`config.mk`:
```
export PLATFORM = sky130hd
export DESIGN_NAME = serial_sub_ctrl
export DESIGN_NICKNAME = d
export VERILOG_FILES = /design/src/rtl/serial_sub_ctrl_pkg.sv /design/src/rtl/full_subtractor.sv /design/src/rtl/serial_sub_ctrl.sv
export SDC_FILE = /design/constraint.sdc
export NUM_CORES = 1
export LEC_CHECK = 0
export CAP_MARGIN = 10
export CORE_MARGIN = 3
export CORE_UTILIZATION = 44
export DETAILED_ROUTE_END_ITERATION = 8
export DONT_BUFFER_PORTS = 1
export HOLD_SLACK_MARGIN = 0.08
export SETUP_SLACK_MARGIN = 0.02
export SLEW_MARGIN = 40
export SYNTH_ARGS = -nofsm -noshare
export SYNTH_HDL_FRONTEND = slang
export SYNTH_HIERARCHICAL = 1
export SYNTH_SLANG_ARGS = --single-unit
export TNS_END_PERCENT = 20
```
`constraint.sdc`:
```
create_clock -name clk -period 2.1 [get_ports clk]
set_input_delay 0.63 -clock clk [delete_from_list [all_inputs] [get_ports clk]]
set_output_delay 0.63 -clock clk [all_outputs]
set_load 0.02 [all_outputs]
```
`src/rtl/serial_sub_ctrl_pkg.sv`:
```
// Shared definitions for the bit-serial subtractor controller:
// FSM state encoding and the default operand width.
package serial_sub_ctrl_pkg;

  localparam int DEFAULT_WIDTH = 8;

  typedef enum logic [1:0] {
    IDLE = 2'd0,
    RUN  = 2'd1,
    DONE = 2'd2
  } state_t;

endpackage : serial_sub_ctrl_pkg

```
`src/rtl/full_subtractor.sv`:
```
// 1-bit full subtractor cell: d = a - b - bin, bout = borrow out.
module full_subtractor (
  input  logic a,
  input  logic b,
  input  logic bin,
  output logic d,
  output logic bout
);

  // Borrow when a is 0 and b is 1, or when a==b and a borrow ripples in.
  always_comb begin
    d    = a ^ b ^ bin;
    bout = (~a & b) | (~(a ^ b) & bin);
  end

endmodule : full_subtractor

```
`src/rtl/serial_sub_ctrl.sv`:
```
// Bit-serial WIDTH-bit subtractor: computes a - b - borrow_in LSB first,
// one bit per cycle, through a single shared full-subtractor cell.
// Start/done handshake; one operation every WIDTH+2 cycles.
module serial_sub_ctrl
  import serial_sub_ctrl_pkg::*;
#(
  parameter  int WIDTH = DEFAULT_WIDTH,
  localparam int CNT_W = $clog2(WIDTH + 1)
) (
  input  logic             clk,
  input  logic             rst_n,
  input  logic             start,
  input  logic             clear,
  input  logic [WIDTH-1:0] a,
  input  logic [WIDTH-1:0] b,
  input  logic             borrow_in,
  output logic             ready,
  output logic             busy,
  output logic             done,
  output logic [WIDTH-1:0] diff,
  output logic             borrow_out,
  output logic             overflow
);

  state_t             state_reg;
  state_t             state_next;
  logic [WIDTH-1:0]   a_sh_reg;
  logic [WIDTH-1:0]   b_sh_reg;
  logic [WIDTH-1:0]   diff_reg;
  logic [CNT_W-1:0]   cnt_reg;
  logic               borrow_reg;
  logic               msb_bin_reg;
  logic               borrow_out_reg;
  logic               overflow_reg;

  logic               cell_d;
  logic               cell_bout;
  logic               accept;
  logic               last_bit;
  logic               pre_msb_bit;

  // The one shared arithmetic cell, fed from the operand LSBs and the borrow flop.
  full_subtractor u_cell (
    .a    (a_sh_reg[0]),
    .b    (b_sh_reg[0]),
    .bin  (borrow_reg),
    .d    (cell_d),
    .bout (cell_bout)
  );

  // Handshake decode and bit-position markers.
  always_comb begin
    accept      = (state_reg == IDLE) && start && !clear;
    last_bit    = (cnt_reg == CNT_W'(WIDTH - 1));
    pre_msb_bit = (cnt_reg == CNT_W'(WIDTH - 2));
  end

  // FSM state register.
  always_ff @(posedge clk or negedge rst_n) begin
    if (!rst_n) begin
      state_reg <= IDLE;
    end else begin
      state_reg <= state_next;
    end
  end

  // FSM next-state logic; clear overrides everything, including start.
  always_comb begin
    state_next = state_reg;
    if (clear) begin
      state_next = IDLE;
    end else begin
      case (state_reg)
        IDLE:    if (start) state_next = RUN;
        RUN:     if (last_bit) state_next = DONE;
        DONE:    state_next = IDLE;
        default: state_next = IDLE;
      endcase
    end
  end

  // Serial datapath: operand/result shifters, bit counter, borrow chain, results.
  always_ff @(posedge clk or negedge rst_n) begin
    if (!rst_n) begin
      a_sh_reg       <= '0;
      b_sh_reg       <= '0;
      diff_reg       <= '0;
      cnt_reg        <= '0;
      borrow_reg     <= 1'b0;
      msb_bin_reg    <= 1'b0;
      borrow_out_reg <= 1'b0;
      overflow_reg   <= 1'b0;
    end else if (clear && (state_reg == RUN)) begin
      // An aborted operation must not leave a partial result visible.
      diff_reg       <= '0;
      borrow_out_reg <= 1'b0;
      overflow_reg   <= 1'b0;
    end else if (accept) begin
      a_sh_reg       <= a;
      b_sh_reg       <= b;
      borrow_reg     <= borrow_in;
      cnt_reg        <= '0;
      msb_bin_reg    <= 1'b0;
      diff_reg       <= '0;
      borrow_out_reg <= 1'b0;
      overflow_reg   <= 1'b0;
    end else if (state_reg == RUN) begin
      // Result bits enter at the MSB so after WIDTH shifts bit 0 lands at index 0.
      diff_reg   <= {cell_d, diff_reg[WIDTH-1:1]};
      a_sh_reg   <= {1'b0, a_sh_reg[WIDTH-1:1]};
      b_sh_reg   <= {1'b0, b_sh_reg[WIDTH-1:1]};
      borrow_reg <= cell_bout;
      cnt_reg    <= cnt_reg + CNT_W'(1);
      // Borrow leaving bit WIDTH-2 is the borrow into the sign bit.
      if (pre_msb_bit) begin
        msb_bin_reg <= cell_bout;
      end
      if (last_bit) begin
        borrow_out_reg <= cell_bout;
        overflow_reg   <= msb_bin_reg ^ cell_bout;
      end
    end
  end

  // Status and result outputs.
  always_comb begin
    ready      = (state_reg == IDLE);
    busy       = (state_reg == RUN);
    done       = (state_reg == DONE);
    diff       = diff_reg;
    borrow_out = borrow_out_reg;
    overflow   = overflow_reg;
  end

endmodule : serial_sub_ctrl

```
==> Word level (Yosys, flattened, before mapping) <==
Cells that the tools add are included.
W data, S select, Z words.
{ "totals": {"ff_bits": 34, "mem_bits_ro": 0, "latchBits": 0, "ramBits": 0, "out_inout_bits": 13, "memories": 0, "in_bits": 21} }
{ "op_classes": {"multipliers": 0, "n_reduce_logical": 13, "n_eq_ne": 6, "n_bitwise": 9, "n_mux": 26, "shift": 0, "n_lt_le_gt_ge": 0, "addsub": 1, "n_div": 0} }
{ "op_table": {"columns": ["op", "n"], "rows": [
  ["$mux W8", 7],
  ["$mux W1", 13],
  ["$eq A4 B3 Y1 const B", 2],
  ["$mux W4", 2],
  ["$mux W2", 3],
  ["$reduce_and A2 Y1", 3],
  ["$reduce_bool A3 Y1", 2],
  ["$add A4 B1 Y4 const B", 1],
  ["$pmux W2 S2", 1],
  ["$reduce_bool A2 Y1", 2],
  ["$logic_and A1 B1 Y1", 3],
  ["$ne A3 B2 Y1 const B", 1],
  ["$ne A3 B3 Y1 const B", 1],
  ["$not A1 Y1", 3],
  ["$reduce_and A3 Y1", 1],
  ["$xor A1 B1 Y1", 3],
  ["$and A1 B1 Y1", 2],
  ["$eq A2 B1 Y1 const B", 1],
  ["$eq A2 B2 Y1 const B", 1],
  ["$logic_not A2 Y1", 1],
  ["$logic_not A1 Y1", 1],
  ["$or A1 B1 Y1", 1]
]} }

==> Logic depth before layout (Yosys ltp) <==
Gate-level depths: netlist of run 1.
{ "depth": {"word_depth": 9, "ltp_mapped": 6} }

==> By module <==
Netlist of run 1, hierarchy kept.
{ "by_module_without_submodules": {"columns": ["mod", "instances", "area_each_um2", "cells_per_inst"], "rows": [
  ["serial_sub_ctrl", 1, 1536.5, 140],
  ["full_subtractor", 1, 31.3, 4]
]} }

==> Least setup slack after synthesis of run 1 <==
Ideal clock, no wire load.
{ "synth_path": {"path_type": "input to register", "start": "in clear", "end": "reg cnt_reg[3]", "t_required_ns": 1.974, "stages": 5, "setup_ns": 0.126, "arrival_ns": 1.538, "path_buffers": 2, "setup_slack_ns": 0.437, "path_cell_list": "or3b_1 > buf_2 > buf_2 > o21ai_0 > a21oi_1"} }
{ "synth_between": {"elab_chain_cells": 4} }
{ "synth_lines": {"columns": ["element", "line_no", "source"], "rows": [
  ["start: declaration", "serial_sub_ctrl.sv:13", "input logic clear,"],
  ["$logic_not A1 Y1", "serial_sub_ctrl.sv:53", "accept = (state_reg == IDLE) && start && !clear;"],
  ["$logic_and A1 B1 Y1", "serial_sub_ctrl.sv:53", null],
  ["$reduce_bool A2 Y1 (no line)", null, null],
  ["$reduce_and A2 Y1 (no line)", null, null],
  ["end signal: assignment", "serial_sub_ctrl.sv:113", "cnt_reg <= cnt_reg + CNT_W'(1);"],
  ["end: declaration", "serial_sub_ctrl.sv:30", "logic [CNT_W-1:0] cnt_reg;"]
]} }
Several ways; a longest one is shown, not always the timed one.
A chain may end at the register's enable or synchronous reset.

==> Worst setup path in the final report of run 1 <==
{ "layout_path": {"start": "reg state_reg[1]", "end": "out busy"} }
{ "layout_between": {"elab_chain_cells": 1} }
{ "layout_lines": {"columns": ["element", "line_no", "source"], "rows": [
  ["start: declaration", "serial_sub_ctrl.sv:25", "state_t state_reg;"],
  ["start signal: assignment", "serial_sub_ctrl.sv:63", "state_reg <= state_next;"],
  ["$eq A2 B1 Y1", "serial_sub_ctrl.sv:128", "busy = (state_reg == RUN);"],
  ["end: declaration", "serial_sub_ctrl.sv:18", "output logic busy,"]
]} }
Every way passes these cells.

==> flow_metrics.tcl, run 1 <==
set metrics [dict create \
    status "finished, final reports clean" \
    cts_made_buffers 5 \
    regToRegEndpoint "a_sh_reg[0]$_DFFE_PN0P_" \
    postLayoutCoreUtil_pct 50.6 \
    hp-class "input pin to async pin" \
    routabilityCongestion 0.841 \
    cp-end-kind "output port" \
    cts-root-buf "clkbuf_4" \
    layout_min_cycle_time_ns 1.96 \
    cts_tree "done" \
    drc_errors 0 \
    layout.nets 173 \
    syn-cell-area_um2 1570 \
    grt_pass1_vias 1093 \
    wl_per_cell_um 14.9 \
    synth_seq_cells 34 \
    relSlewSlack_pct 64.1 \
    fill_cells 325 \
    die_y_um 65.7 \
    core-area_um2 3390 \
    area_growth_pct 9.42 \
    drive_gt1_share_pct 10.1 \
    fp-row-count 21 \
    worstReg2RegStart "state_reg[1]$_DFFE_PN0P_" \
    finalSetupViolCount 0 \
    hold_viol 0 \
    clk_path_buf_depth 2 \
    cp.required_ns 1.47 \
    yosys_warnings 6 \
    peakVddDrop_v 0.000383 \
    antenna_found_initial 0 \
    grt_max_degree 39 \
    hpwlAfterDp_mm 2.02 \
    yosysTopAreaCellShare_pct 54.3 \
    reg2regPathDepth 4 \
    die_w_um 65.7 \
    rrSetupSlack_ns 0.56 \
    fmax_ghz 0.510 \
    syn_avg_cell_area_um2 10.9 \
    worstSetupPathType "flop to output port" \
    vias_per_cell 5.47 \
    drv_slew 0 \
    critPathArrivalTime_ns 1.33 \
    clkTransAtPathRegs_ns 0.10 \
    globalRoute.totalOverflow 0 \
    grt_first_pass_wirelength_mm 4.96 \
    maxCapViolations 0 \
    tightest_slew_ns 0.537 \
    yosys-top-cells-area "dfrtp_1 54%, mux2i_1 7.7%, a22o_1 7.3%" \
    crit_path_max_fanout 8 \
    synthCells 144 \
    start_util_pct 46.3 \
    vias 1066 \
    grt_use_total_pct 15.7 \
    portBuffers 0 \
    start_kind "flop" \
    fin_skew_ns 0.0105 \
    diodes 0 \
    fin_area_um2 1720 \
    pin_count 34 \
    yosysTopAreaCell "dfrtp_1" \
    cts_hold_buf 1 \
    fin_crit_sh_pct 93.3 \
    first_pass_iters 4 \
    rsz0062_at_grt "false" \
    seq_area_frac_synth_pct 54.3 \
    drt-total-wl_mm 2.91 \
    ant_nets 0 \
    cts.repair.resized 0 \
    clock_latency_ns 0.34 \
    cts_max_level 2 \
    power_density_nw_per_um2 887 \
    syn_nets 168 \
    timing.setup.tns_ns 0 \
    clkSinkCount 34 \
    cts_setup_buffers 0 \
    power_mw 1.52 \
    netlist-cell-type-count 30 \
    first_iter_violations 51 \
    die_area_um2 4320 \
    p_leak_nw 0.838 \
    dpl_cell_area_um2 1650 \
]
## worst max-delay path by stage
stage                             start                      end  slack, ns
3_5_place_dp                      clear  b_sh_reg[7]$_DFFE_PN0P_       0.47
2_1_floorplan                     clear   cnt_reg[3]$_DFFE_PN0P_       0.44
4_1_cts        state_reg[0]$_DFFE_PN0P_                     busy       0.13
5_1_grt        state_reg[0]$_DFFE_PN0P_                     busy       0.06
3_3_place_gp                      clear  a_sh_reg[7]$_DFFE_PN0P_       0.50
6_report       state_reg[1]$_DFFE_PN0P_                     busy       0.14
## per-stage QoR
stage	setup WS, ns	hold WS, ns	std cells
final	0.140	0.108	195
after global routing	0.0650	0.0822	195
after CTS	0.134	0.105	195
after detailed placement	0.474	0.335	187
after global placement	0.496	0.335	187
after floorplan	0.437	0.334	144
## worst max-delay path, stage by stage (launching register included)
cell	delay (ns)
dfrtp_1	0.48
or2b_1	0.33
inv_1	0.18
## synthesized netlist by cell type
cell	n
dfrtp_1	34
nand2_1	18
a22o_1	13
o21ai_0	13
mux2i_1	12
buf_2	7
inv_1	7
nor2_1	5
a21o_1	4
nand3b_1	4
a21oi_1	3
nand3_1	3
a31oi_1	2
ha_1	2
nor2b_1	2
and3b_1	1
clkbuf_1	1
fa_1	1
nand2b_1	1
nor3b_1	1
nor4b_1	1
nor4bb_1	1
o21bai_1	1
o31a_1	1
o32ai_1	1
or2b_1	1
or3_1	1
or3b_1	1
xnor2_1	1
xor2_1	1
## layer usage
layer / GRT usage [%] / routed length (um)
met2: 24.2 / 1370
met4: 8.55 / 53
met1: 18.7 / 1300
met3: 5.98 / 181
met5: 0 / 0
## report_power, final
group          internal, mW  switching [mW]  total [mW]  leakage [nW]
clock                 0.120           0.210       0.330        0.0308
combinational         0.145           0.154       0.298         0.363
sequential            0.778           0.115       0.893         0.444
## cell usage in the layout, fill, tap and decap left out
cell type	count
a21o_1	4
a21oi_1	3
a22o_1	13
a31oi_1	2
and3b_1	1
buf_12	2
buf_4	4
clkbuf_4	5
clkinv_2	2
dfrtp_1	34
fa_1	1
ha_1	2
inv_1	7
mux2i_1	12
nand2_1	18
nand2b_1	1
nand3_1	3
nand3b_1	4
nor2_1	5
nor2b_1	2
nor3b_2	1
nor4b_2	1
nor4bb_1	1
o21ai_0	13
o21bai_1	1
o31a_1	1
o32ai_1	1
or2b_1	1
or3_1	1
or3b_1	1
xnor2_1	1
xor2_1	1
## cell families (layout without fill, tap and decap cells)
group / count (synthesis) / count (layout) / synth area share [%]
buf+inv: 15 / 20 / 4.15
mux: 12 / 12 / 7.66
fa+ha+maj: 3 / 3 / 2.87
xor+xnor: 2 / 2 / 1.12
simple gates: 40 / 40 / 13.2
flops: 34 / 34 / 54.3
compound gates: 38 / 38 / 16.7
## cell type report
type	instances	area (um2)	share of cell area, %
timing repair buffer	6	70.1	4.08
clock inverter	2	10.0	0.584
multi-input combinational	95	663	38.7
inverter	7	26.3	1.53
tap	46	57.6	3.36
clock buffer	5	37.5	2.19
sequential	34	851	49.6
Note: power is estimated with default switching activity, not from simulation.
==> run 2: changes to the inputs <==
clock period = 2.33 ns   (was 2.1 ns; I/O delays follow)
==> run 2 against run 1 <==
Hold slack gained 0.074 ns. Clock-buffer cell count grew 2. Clock power grew 29%. Sequential share of layout area shrank 0.57 points. Largest power group unchanged. Global-route usage grew 0.36 points. Largest cell class unchanged. Core utilization grew 0.59 points. Clock skew shrank 0.0035 ns. Non-clock buffer count shrank 1. Wire length grew 3.1%.
==> flow_metrics.tcl, run 2 (synthesis gave the netlist of run 1 again) <==
set metrics [dict create \
    drv_slew 0 \
    first_pass_iters 4 \
    p_leak_nw 0.842 \
    first_iter_violations 49 \
    most-common-layout-cells "34 x dfrtp_1, 18 x nand2_1, 13 x a22o_1, 13 x o21ai_0, 12 x mux2i_1" \
    portBuffers 0 \
    area_growth_pct 10.7 \
    peakVddDrop_v 0.000352 \
    finalSetupViolCount 0 \
    grt_first_pass_wirelength_mm 5.20 \
    pin_count 34 \
    multiInputGateArea_um2 663 \
    routabilityCongestion 0.843 \
    cts_tree "done" \
    start_util_pct 46.3 \
    cts-root-buf "clkbuf_4" \
    relSlewSlack_pct 63.1 \
    drive_gt1_share_pct 8.72 \
    globalRoute.totalOverflow 0 \
    hpwlAfterDp_mm 2.07 \
    hold_viol 0 \
    cts_max_level 2 \
    tightest_slew_ns 0.553 \
    fin_crit_sh_pct 87.2 \
    grt_pass1_vias 1091 \
    diodes 0 \
    grt_use_total_pct 16.0 \
    cp.required_ns 1.63 \
    fin_area_um2 1740 \
    maxCapViolations 0 \
    layout.nets 172 \
    seq_area_um2 851 \
    clock_latency_ns 0.33 \
    timing.setup.tns_ns 0 \
    power_density_nw_per_um2 863 \
    vias 1086 \
    clkSinkCount 34 \
    die_w_um 65.7 \
    vias_per_cell 5.57 \
    hp-class "input pin to async pin" \
    rsz0062_at_grt "false" \
    crit_path_max_fanout 8 \
    start_kind "flop" \
    place_inst 186 \
    die_y_um 65.7 \
    grt_max_degree 39 \
    antenna_found_initial 0 \
    final_cells 195 \
    fill_cells 320 \
    core-area_um2 3390 \
    wl_per_cell_um 15.4 \
    worstSetupPathType "flop to output port" \
    drc_errors 0 \
    ant_nets 0 \
    cts.repair.resized 0 \
    layout_min_cycle_time_ns 2.03 \
    fp-row-count 21 \
    setup_ws_ns 0.299 \
    fmax_ghz 0.492 \
    clk_path_buf_depth 2 \
    mostFrequentLayoutCell "dfrtp_1" \
    cts_made_buffers 5 \
    dpl_cell_area_um2 1640 \
    status "finished, final reports clean" \
    fin_skew_ns 0.00695 \
    critPathArrivalTime_ns 1.33 \
    dp_slack_ns 0.493 \
    die_area_um2 4320 \
    drt-total-wl_mm 3.00 \
    cp-end-kind "output port" \
    clkTransAtPathRegs_ns 0.11 \
]
-- run 2: changes by cell type in the layout (fill, tap and decap cells not counted), sizes merged --
cell	before	now
clkbuf	5	7
clkinv	2	0
buf	6	5
bufinv	0	1
-- run 2: timing repair --
| action | 4_1_cts | 5_1_grt |
|---|---|---|
| buffers inserted | 0 | 0 |
| hold buffers | 1 | 0 |
| endpoints found under the hold margin | 34 | 0 |
-- run 2: power breakdown --
group	switching (mW)	total [mW]	internal, mW
registers	0.104	0.806	0.701
clock network	0.197	0.425	0.228
logic	0.138	0.266	0.128
total	0.440	1.50	1.06
-- run 2: layout make-up --
class,instances,area share [%]
Tap cell,46,3.32
Inverter,7,1.51
Clock inverter,1,1.73
Clock buffer,7,2.60
Timing Repair Buffer,5,3.60
Multi-Input combinational cell,95,38.2
Sequential cell,34,49.0
-- run 2: stage by stage --
stage	power (mW)	hold WS, ns	utilization (%)
finish	1.50	0.182	51.2
global route	1.60	0.160	51.2
global placement	1.06	0.404	48.4
detailed placement	1.08	0.404	48.4
floorplan	1.01	0.403	-
CTS	1.52	0.175	51.2
-- run 2: layer usage --
metal  routed length [um]  track usage [%]  part of all wire [%]  up-vias
li1                     -                -                     -      518
met1                 1400             20.5                    47      534
met2                 1360             23.7                    45       27
met3                  195             7.18                   6.5        7
met4                   46             6.22                   1.5        0
met5                    0                0                     0        -
-- run 2: final timing paths --
| check | slack, ns | depth (start not counted) | from | endpoint |
|---|---|---|---|---|
| worst min-delay path | 0.18 | 1 | rst_n | diff[1]$_DFFE_PN0P_ |
| worst max register to register | 0.64 | 3 | state_reg[1]$_DFFE_PN0P_ | cnt_reg[3]$_DFFE_PN0P_ |
| min in group clk | 0.47 | 2 | b[3] | b_sh_reg[3]$_DFFE_PN0P_ |
| max in group asynchronous | 1.97 | 1 | rst_n | a_sh_reg[2]$_DFFE_PN0P_ |
| worst max-delay path | 0.30 | 2 | state_reg[1]$_DFFE_PN0P_ | busy |
| worst min register to register | 0.49 | 1 | b_sh_reg[1]$_DFFE_PN0P_ | b_sh_reg[1]$_DFFE_PN0P_ |
-- run 2: critical path, cell delays in order, from the launching register on --
cell     delay [ns]
dfrtp_1        0.49
or2b_1         0.33
inv_1          0.18
